<file path="src/rtl/dmi_jtag_req_tracker.sv">
// Sequencer between the JTAG DTM dmi data register and the debug-module interface:
// one valid/ready request per accepted DR update, response latched for the next capture.
module dmi_jtag_req_tracker #(
  parameter int ABITS = 7,
  parameter int DBITS = 32
) (
  input  logic             clk_i,
  input  logic             rst_i,
  input  logic             update_dr_i,
  input  logic             capture_dr_i,
  input  logic             dmi_reset_i,
  input  logic [ABITS-1:0] scan_addr_i,
  input  logic [DBITS-1:0] scan_data_i,
  input  logic [1:0]       scan_op_i,
  output logic             dmi_req_valid_o,
  input  logic             dmi_req_ready_i,
  output logic [ABITS-1:0] dmi_req_addr_o,
  output logic [DBITS-1:0] dmi_req_data_o,
  output logic [1:0]       dmi_req_op_o,
  input  logic             dmi_resp_valid_i,
  output logic             dmi_resp_ready_o,
  input  logic [DBITS-1:0] dmi_resp_data_i,
  input  logic [1:0]       dmi_resp_op_i,
  output logic [DBITS-1:0] capture_data_o,
  output logic [1:0]       error_o,
  output logic             busy_o
);

  typedef enum logic [1:0] {
    S_IDLE = 2'd0,
    S_REQ  = 2'd1,
    S_WAIT = 2'd2
  } state_t;

  localparam logic [1:0] OP_READ    = 2'd1;
  localparam logic [1:0] OP_WRITE   = 2'd2;
  localparam logic [1:0] ERR_NONE   = 2'd0;
  localparam logic [1:0] ERR_FAILED = 2'd2;
  localparam logic [1:0] ERR_BUSY   = 2'd3;

  state_t     state;
  state_t     state_next;
  logic       launch;
  logic       resp_fire;
  logic       violation;
  logic [1:0] error_next;

  assign launch    = (state == S_IDLE) && update_dr_i && (error_o == ERR_NONE) &&
                     ((scan_op_i == OP_READ) || (scan_op_i == OP_WRITE));
  assign resp_fire = (state == S_WAIT) && dmi_resp_valid_i;
  // A scan touching the dmi register while a transaction is in flight is dropped.
  assign violation = (state != S_IDLE) && (update_dr_i || capture_dr_i);

  // NOTE: the reset is synchronous, so rst_i is only tested inside the clocked block.
  always_ff @(posedge clk_i) begin
    if (rst_i) begin
      state <= S_IDLE;
    end else begin
      // NOTE: sequential state uses <= so every flop samples the pre-edge values.
      state <= state_next;
    end
  end

  always_comb begin
    // NOTE: default first, so no path through this block leaves state_next unassigned (no latch).
    state_next = state;
    unique case (state)
      S_IDLE:  if (launch)           state_next = S_REQ;
      S_REQ:   if (dmi_req_ready_i)  state_next = S_WAIT;
      S_WAIT:  if (dmi_resp_valid_i) state_next = S_IDLE;
      default:                       state_next = S_IDLE;
    endcase
  end

  // First error wins; a failed response outranks a busy violation in the same cycle,
  // and dmireset outranks both.
  always_comb begin
    error_next = error_o;
    if (error_o == ERR_NONE) begin
      if (resp_fire && (dmi_resp_op_i != ERR_NONE)) begin
        error_next = (dmi_resp_op_i == ERR_BUSY) ? ERR_BUSY : ERR_FAILED;
      end else if (violation) begin
        error_next = ERR_BUSY;
      end
    end
    if (dmi_reset_i) begin
      error_next = ERR_NONE;
    end
  end

  // Handshake flags come straight from flops, decoded from the next state.
  always_ff @(posedge clk_i) begin
    if (rst_i) begin
      dmi_req_valid_o  <= 1'b0;
      dmi_resp_ready_o <= 1'b0;
      busy_o           <= 1'b0;
    end else begin
      dmi_req_valid_o  <= (state_next == S_REQ);
      dmi_resp_ready_o <= (state_next == S_WAIT);
      busy_o           <= (state_next != S_IDLE);
    end
  end

  always_ff @(posedge clk_i) begin
    if (rst_i) begin
      dmi_req_addr_o <= '0;
      dmi_req_data_o <= '0;
      dmi_req_op_o   <= 2'd0;
      capture_data_o <= '0;
      error_o        <= ERR_NONE;
    end else begin
      if (launch) begin
        dmi_req_addr_o <= scan_addr_i;
        dmi_req_data_o <= scan_data_i;
        dmi_req_op_o   <= scan_op_i;
      end
      if (resp_fire) begin
        capture_data_o <= dmi_resp_data_i;
      end
      error_o <= error_next;
    end
  end

endmodule

</file>
<file path="config.mk">
export PLATFORM = sky130hd
export DESIGN_NAME = dmi_jtag_req_tracker
export DESIGN_NICKNAME = d
export VERILOG_FILES = /design/src/rtl/dmi_jtag_req_tracker.sv
export SDC_FILE = /design/constraint.sdc
export NUM_CORES = 1
export LEC_CHECK = 0
export CAP_MARGIN = 20
export CORE_UTILIZATION = 37
export DETAILED_ROUTE_END_ITERATION = 10
export PLACE_DENSITY = 0.83
export SYNTH_ARGS = -nofsm -noshare
export SYNTH_HDL_FRONTEND = slang
export SYNTH_SLANG_ARGS = --single-unit
</file>
<file path="constraint.sdc">
create_clock -name clk_i -period 1.4 [get_ports clk_i]
set_input_delay 0.14 -clock clk_i [delete_from_list [all_inputs] [get_ports clk_i]]
set_output_delay 0.14 -clock clk_i [all_outputs]
set_load 0.01 [all_outputs]
</file>
=== Word level (Yosys, flattened, before mapping) ===
Cells that the tools add are included.

* Equal/unequal tests: 7
* Multiplexer cells: 7
* Reduce and logical (&&, ||, !) cells: 16

{| class="wikitable"
|+ Operators by type and width
! kind !! count
|-
| two-way mux 2 bit || 5
|-
| == test 2 bit (second input constant) || 4
|-
| nonzero test 2 bit || 4
|-
| == test 2 x 1 -> 1 bit (second input constant) || 3
|-
| logical AND 1 bit || 6
|-
| case mux 2 bit (3 select lines) || 1
|-
| zero test 2 bit || 2
|-
| logical OR 1 bit || 2
|-
| AND reduction 2 bit || 1
|-
| OR reduction 2 bit || 1
|-
| two-way mux 1 bit || 1
|}

* Register bits: 80
* Input port bits: 82
* Output and inout port bits: 78
* Word-level logic and storage cells: 39

=== Logic depth before layout (Yosys ltp) ===
Gate-level depths: netlist of the first run.

* Word-level depth: 7
* Mapped depth: 6
* Gate-level depth less buffers: 3

=== Least setup slack after synthesis of the first run ===
No wires, ideal clock.

* Path type: reg2reg
* From: reg error_o[1]
* To: reg dmi_req_data_o[0]
* Setup time: 0.072 ns
* Arrival: 1.282 ns
* Required time: 1.328 ns
* Setup slack: 0.047 ns
* Stages on the path, launching flop included: 7
* Path buffers: 3
* Clock period less this slack: 1.353 ns
* Cell sequence: dfxtp_1 > nor2_2 > and4_1 > buf_6 > buf_12 > buf_12 > mux2i_1

* Longest elaborated chain between the ends: 3

{| class="wikitable"
|+ RTL lines
! what !! RTL line !! RTL
|-
| start, declared || 25 || <nowiki>output logic [1:0] error_o,</nowiki>
|-
| start signal, assigned || 120 || <nowiki>error_o <= error_next;</nowiki>
|-
| zero test 2 bit || 48 || <nowiki>assign launch = (state == S_IDLE) && update_dr_i && (error_o == ERR_NONE) &&</nowiki>
|-
| logical AND 1 bit (2 in series) || 48 ||
|-
| end signal, assigned || 114 || <nowiki>dmi_req_data_o <= scan_data_i;</nowiki>
|-
| end, declared || 18 || <nowiki>output logic [DBITS-1:0] dmi_req_data_o,</nowiki>
|}

No other way between the ends.
A chain may end at the register's enable or synchronous reset.

=== Worst setup path in the final report of the first run ===
* From: reg dmi_req_data_o[0]
* To: out dmi_req_data_o[0]

No word-level cell between the ends.

==> impl_results.md, run 1 <==
* Status: completed
* Fin. Hold Viols at 0
* Post-CTS setup buffer count at 0
* Clock skew at ~0.0070 ns
* Height of the die at 96.2 um
* Die width at about 96 um
* Design Area, Final at 5380 um^2
* Final Critical Period at about 1.4 ns
* Max_slew headroom at 0.643
* Initial Util at 0.391
* Dpl cells at 609
* Crit share post-route at 0.965
* Worst EP required at 1.26 ns
* Vias/cell at 4.75
* Post-Route WL at ~8600 um
* DP Area at 5010 um^2
* CP peak stage delay at 0.54 ns
* GR Overflow Total at 0
* Worst Setup Path Type: flip-flop to output pin
* MaxCap Viol Count at 0
* Crit path max fanout at 2
* Cells after Synth at between 300 and 400
* Final non-filler cell total at 626
* Num rows at 33
* Clock Sinks at 80
* H-tree Lvls at 3
* First-pass GRT wire length at ~13000 um
* Synth unique cells at 30
* CTS Buf Count at 9
* First-pass DRT Iterations at 6
* Type of origin of the critical path: flip-flop
* Fillcell total at 698
* Detail Route Antenna Nets at 0
* Max-slew violations at 0
* Critical path, cell by cell: clkdlybuf4s50_1
* Maximum vdd drop at 0.527 mV
* Yosys warns at 0
* Cell Pwr Density at 899 nW/um^2
* Core Area at 8380 um^2
* Syn Area/Cell at 9.24 um^2
* Max clock buf depth at 2
* CP Capture Type: output pin
* GRT Resource Usage Total at 0.181
* Drt wl/cell at about 14 um
* Nets at 598
* I/O Buffers at between 150 and 200
* TritonCTS clock tree: built
* Antenna violations before repair at 0
* Pleak at 3.10 nW
* TNS Setup at 0 ns
* Setup violators final at 0
* Mapped Area at 3280 um^2
* Root Driver: clkbuf_8
* Synth Register Bits at 80
* Worst hold path type: input pin to flip-flop
* RSZ-0062 raised after global routing: false
* Fraction of layout cells with a size suffix above 1 at 0.0749
* Total power at slightly below 5 mW
* DP HPWL at 6130 um
* Setup ws final at 0.0492 ns
* N_diodes at 0
* Drt initial violations at 98
* Largest net degree at the start of global routing at 45
* Slew @ Worst Pin at 0.535 ns
* Max Clock Freq at 740 MHz
* Area grow syn2layout at 64.0%
* Syn_nets at 437
* Die area at 9250 um^2
* Critical path's slowest cell: clkdlybuf4s50_1
* DR vias at 2975
* Post-route DRC at 0
* Clock transition at the registers of the reported paths at 0.08 ns
* WP buf/inv at 1
* Worst slack, placed at -0.275 ns
* Worst endpoint data arrival time at 1.21 ns
* Io pins at 160
* Worst-Skew Late Latency at between 0.3 and 0.4 ns
* Routability cong. at 0.801
* Sequential share of the synthesized area at 0.488
* Number of global-route vias before repair at 2780
* Crit path max-delay family: buffers and inverters
-- logic make-up (layout without fill, tap and decap cells) --
group	Yosys count	count (layout)	synth area share
AO/OA/AOI/OAI	47	47	0.0812
XOR/XNOR	2	2	0.00534
buffers and inverters	27	193	0.0473
flip-flops	80	80	0.488
multiplexers	39	39	0.119
AND/OR/NAND/NOR	160	160	0.259
-- routing by layer --
| layer | vias up | track usage | wire length (um) |
|---|---|---|---|
| met3 | 16 | 0.0632 | 635 |
| met2 | 109 | 0.306 | 4270 |
| met5 | - | 0 | 0 |
| met1 | 1370 | 0.207 | 3530 |
| met4 | 0 | 0.0746 | 199 |
| li1 | 1480 | - | - |
-- cell usage after synthesis, drive strengths merged --
cell | n | area (um^2)
and4 | 2 | 17.5
a21o | 1 | 7.51
a21oi | 36 | 180
o21ai | 1 | 5.00
a31oi | 1 | 6.26
a41o | 1 | 10.0
nor3 | 1 | 5.00
and3b | 1 | 8.76
nor2 | 3 | 16.3
buf | 12 | 98.8
clkbuf | 13 | 48.8
a41oi | 2 | 17.5
nand2b | 82 | 513
mux2i | 39 | 390
a211oi | 3 | 22.5
nand3b | 2 | 15.0
nand4 | 1 | 6.26
o32ai | 1 | 8.76
dfxtp | 80 | 1600
or2 | 3 | 18.8
or3b | 1 | 8.76
xor2 | 2 | 17.5
inv | 2 | 7.51
o22a | 1 | 8.76
nand2 | 64 | 240
-- final timing paths --
| check | from | to | slack, ns | depth (start not counted) |
|---|---|---|---|---|
| max | dmi_req_data_o[0]$_SDFFE_PP0P_ | dmi_req_data_o[0] | 0.05 | 1 |
| min | dmi_resp_data_i[15] | capture_data_o[15]$_SDFFE_PP0P_ | 0.34 | 3 |
| max reg2reg | state[1]$_SDFF_PP0_ | dmi_req_addr_o[5]$_SDFFE_PP0P_ | 0.10 | 4 |
| min reg2reg | capture_data_o[2]$_SDFFE_PP0P_ | capture_data_o[2]$_SDFFE_PP0P_ | 0.46 | 2 |
-- final cells by class --
cell class,count,area [um^2],area share
Timing Repair Buffer,175,1940,0.360
Sequential cell,80,1600,0.298
Multi-Input combinational cell,248,1530,0.284
Clock buffer,11,141,0.0263
Tap cell,105,131,0.0244
Clock inverter,5,32.5,0.00605
Inverter,2,7.51,0.00140
-- per-stage QoR --
stage | utilization | hold WS, ns
3_5_place_dp | 0.598 | 0.449
2_1_floorplan | - | 0.259
5_1_grt | 0.642 | 0.321
4_1_cts | 0.618 | 0.320
3_3_place_gp | 0.598 | 0.441
6_report | 0.642 | 0.337
-- placed cells by master, fill, tap and decap left out, types with 4 or more instances in the layout --
cell / synthesis / final
buf_12: 2 / 4
a21oi_1: 36 / 36
mux2i_1: 39 / 39
clkdlybuf4s50_1: 0 / 83
dfxtp_1: 80 / 80
clkbuf_8: 0 / 10
buf_4: 2 / 10
nand2_1: 64 / 64
nand2b_1: 82 / 82
dlymetal6s2s_1: 0 / 68
dlygate4sd2_1: 0 / 7
-- flip-flops by register name (all words and copies together), names as in the netlist --
name / count
busy_o: 1
capture_data_o: 32
dmi_req_addr_o: 7
dmi_req_data_o: 32
dmi_req_op_o: 2
dmi_req_valid_o: 1
dmi_resp_ready_o: 1
error_o: 2
state: 2
-- power breakdown --
group / leakage (nW) / switching (mW) / internal, mW
sequential: 0.650 / 0.0604 / 2.38
clock: 0.0813 / 0.820 / 0.687
combinational: 2.37 / 0.339 / 0.552
-- timing repair --
action,CTS,global route
resized for setup,7,70
hold endpoints to repair,0,0
endpoints found under the setup margin,7,72
cloned,0,1
pin swaps,0,0
hold buffers,0,0
Power figures use the tool's default switching activity.
==> run 2: changes to the inputs <==
- CORE_UTILIZATION: 37 -> 55
- DONT_BUFFER_PORTS: unset -> 1
- PLACE_DENSITY: 0.83 -> 0.79
==> run 2 against run 1 <==
  * The flow now stops in 4_1_cts
  * Synthesized cell count unchanged
  * Synthesized area unchanged
==> impl_results.md, run 2 <==
* # resized after CTS at 0 (-7)
* Height of the die at 79.2 um (-18%)
* DP HPWL at 4480 um (-27%)
* Routability cong. at 0.731 (-8.7%)
* Area contributors post-synth: dfxtp_1, nand2b_1, mux2i_1, nand2_1, a21oi_1
* Yosys warns at 0 (unchanged)
* H-tree Lvls at 3 (unchanged)
* Initial Util at 0.582 (+0.190)
* Syn_nets at 437 (unchanged)
* Root Driver: clkbuf_8
* Err: [ERROR RSZ-0060] Max buffer count reached.
* Exit stage: 4_1_cts
* I/O Buffers at 0 (-100%)
* Die width at 79.2 um (-18%)
* Post-CTS setup buffer count at 0 (unchanged)
* Synth unique cells at 30 (unchanged)
* Post-CTS Hold Buffers at 101 (+101)
* Post-synth top cells: nand2b_1, dfxtp_1, nand2_1
* Mapped Area at 3280 um^2 (unchanged)
* CTS Buf Count at 9 (unchanged)
* Ys flop type: dfxtp_1
* Max clock buf depth at 2 (unchanged)
* Fraction of registers with async set/reset at 0 (unchanged)
* Clock Sinks at 80 (unchanged)
* Status: aborted with a tool error
* Post-synth EDFFs at 0 (unchanged)
* Syn Area/Cell at 9.24 um^2 (unchanged)
* Area leader, netlist: dfxtp_1
* Num rows at 27 (-18%)
* Synth Register Bits at 80 (unchanged)
* Most common cell in the netlist: nand2b_1
* Sequential share of the synthesized area at 0.488 (unchanged)
* Io pins at 160 (unchanged)
* Yosys top cell area share at 0.488 (unchanged)
* Cells after Synth at 355 (unchanged)
## run 2: cell families after synthesis
kind of cell	count (synthesis)	share of synthesized area
and+or+nand+nor	160	0.259
DFF	80	0.488
AOI/OAI and AO/OA	47	0.0812
muxes	39	0.119
buffers and inverters	27	0.0473
xor gates and xnor gates	2	0.00534
## run 2: through the flow
stage          hold slack [ns]  utilization  area, um^2  setup slack [ns]  instances
2_1_floorplan            0.259            -        3280            0.0468        355
3_3_place_gp             0.217        0.589        3320             0.170        410
3_5_place_dp             0.221        0.589        3320            0.0981        410
==> run 3: changes to the inputs <==
- CORE_UTILIZATION: 55 -> 40
- PLACE_DENSITY: 0.79 -> unset
- PLACE_DENSITY_LB_ADDON: unset -> 0.15
- clock period: 1.4 -> 1.8 ns (I/O delays scaled with it)
==> run 3 against run 2 <==
  * The run now ends clean
==> impl_results.md, run 3 (synthesized netlist as in run 1, its figures left out) <==
* Max clock buf depth at 2 (unchanged)
* GRT Resource Usage Total at 0.183
* Max_slew headroom at 0.653
* MaxCap Viol Count at 0
* Maximum vdd drop at 0.482 mV
* I/O Buffers at 0 (unchanged)
* Combinational Power Share at 0.110
* CP Capture Type: flip-flop
* First-pass GRT wire length at 12000 um
* Num rows at 32 (+19%)
* Commonest non-fill, non-tap cell in the layout: dlygate4sd3_1
* Most frequent cells in the layout: dlygate4sd3_1, nand2b_1, dfxtp_1, nand2_1, mux2i_1
* Largest net degree at the start of global routing at 70
* Max Clock Freq at approximately 650 MHz
* DP HPWL at 4370 um (-2.5%)
* RSZ-0062 raised after global routing: false
* Io pins at 160 (unchanged)
* Core Area at just under 8000 um^2
* Vias/cell at 4.90
* Fin. Hold Viols at 0
* Clock Sinks at 80 (unchanged)
* Drt initial violations at 57
* Routability cong. at 0.658 (-10%)
* Drt wl/cell at between 15 and 20 um
* Sw frac at 0.229
* Worst EP required at 2.06 ns
* Die area at ~8600 um^2
* Critical path's slowest cell: dfxtp_1
* Status: completed
* Fraction of layout cells with a size suffix above 1 at 0.0622
* Root Driver: clkbuf_8
* Nets at 512
* Type of origin of the critical path: flip-flop
* Worst-Skew Late Latency at 0.34 ns
* Post-CTS Hold Buffers at 81 (-20%)
* Worst Setup Path Type: flip-flop to flip-flop
* Setup violators final at 0
* Post-Route WL at just over 8000 um
* Clock skew at 0.00624 ns
* Worst hold path type: input pin to flip-flop
* Area grow syn2layout at 34.1%
* TNS Setup at 0 ns
* Worst endpoint data arrival time at 1.81 ns
* Worst r2r src: error_o[1]$_SDFFE_PP0P_
* Clock transition at the registers of the reported paths at 0.08 ns
* Critical path, cell by cell: nor2_2, and4_2, buf_12, mux2i_1
* Clock power share at 0.392
* Antenna violations before repair at 0
* Min-delay src: rst_i
* Part of the power in registers at 0.498
* Post-CTS setup buffer count at 0 (unchanged)
* Height of the die at 92.6 um (+17%)
* Crit path max fanout at 39
* Crit share post-route at 0.858
* Biggest regs: capture_data_o (32), dmi_req_data_o (32), dmi_req_addr_o (7)
* Layout Utilization at 0.560
* Number of global-route vias before repair at 2496
* TritonCTS clock tree: built
* First-pass DRT Iterations at 4
* CTS Buf Count at 9 (unchanged)
* Pleak at 1.58 nW
* GR Overflow Total at 0
* Die width at 92.6 um (+17%)
* Final Critical Period at around 1.5 ns
* H-tree Lvls at 3 (unchanged)
* Switch Pwr at 0.899 mW
* Post-route DRC at 0
* Slew @ Worst Pin at 0.520 ns
* Internal power at 3.03 mW
* Max-slew violations at 0
* Initial Util at 0.418 (-0.163)
* # resized after CTS at 0 (unchanged)
* DR vias at 2628
* Cell Pwr Density at 893 nW/um^2
* CP peak stage delay at 0.40 ns
* Fillcell total at 711
* Detail Route Antenna Nets at 0
* N_diodes at 0
* Crit path max-delay family: simple AND/OR/NAND/NOR gates
* Critical Path Start: error_o[1]$_SDFFE_PP0P_
* WP buf/inv at 1
[run 3: worst paths after layout]
path	to	slack [ns]	cells after the start
min	dmi_req_data_o[22]$_SDFFE_PP0P_	0.03	2
min reg2reg	capture_data_o[23]$_SDFFE_PP0P_	0.50	2
max reg2reg	dmi_req_data_o[12]$_SDFFE_PP0P_	0.26	4
max	dmi_req_data_o[12]$_SDFFE_PP0P_	0.26	4
[run 3: area by class of cell]
class | count | area, um^2 | share of cell area
tap | 102 | 128 | 0.0290
inverter | 2 | 7.51 | 0.00171
timing repair buffer | 89 | 903 | 0.205
clock buffer | 9 | 124 | 0.0282
clock inverter | 6 | 109 | 0.0248
multi-input combinational | 248 | 1530 | 0.347
sequential | 80 | 1600 | 0.364
[run 3: routing by layer]
| metal | wire, um | up-vias | track usage |
|---|---|---|---|
| met2 | 4060 | 110 | 0.320 |
| li1 | - | 1307 | - |
| met1 | 3350 | 1204 | 0.193 |
| met3 | 741 | 7 | 0.0878 |
| met5 | 0 | - | 0 |
| met4 | 74 | 0 | 0.0547 |
[run 3: worst reg2reg max path: stages (launching register included)]
cell and delay, ns:
dfxtp_1 0.40, nor2_2 0.26, and4_2 0.29, buf_12 0.26
mux2i_1 0.27
[run 3: power groups by stage]
| stage | Clock [mW] | Combinational, mW | Sequential (mW) |
|---|---|---|---|
| detailed placement | 0 | 0.252 | 2.00 |
| global route | 1.67 | 0.470 | 1.97 |
| global placement | 0 | 0.244 | 2.00 |
| CTS | 1.59 | 0.416 | 1.96 |
| finish | 1.54 | 0.432 | 1.96 |
| floorplan | 0 | 0.266 | 1.98 |
[run 3: through the flow]
step	instance area (um^2)	hold slack [ns]	total power, mW	worst slack, ns	instances
after floorplan	3280	0.299	2.24	0.447	355
after CTS	4360	0.0000912	3.97	0.252	532
after detailed placement	3300	0.263	2.25	0.275	436
final	4400	0.0298	3.93	0.256	536
after global placement	3300	0.260	2.24	0.340	436
after global routing	4400	0.00112	4.11	0.123	536
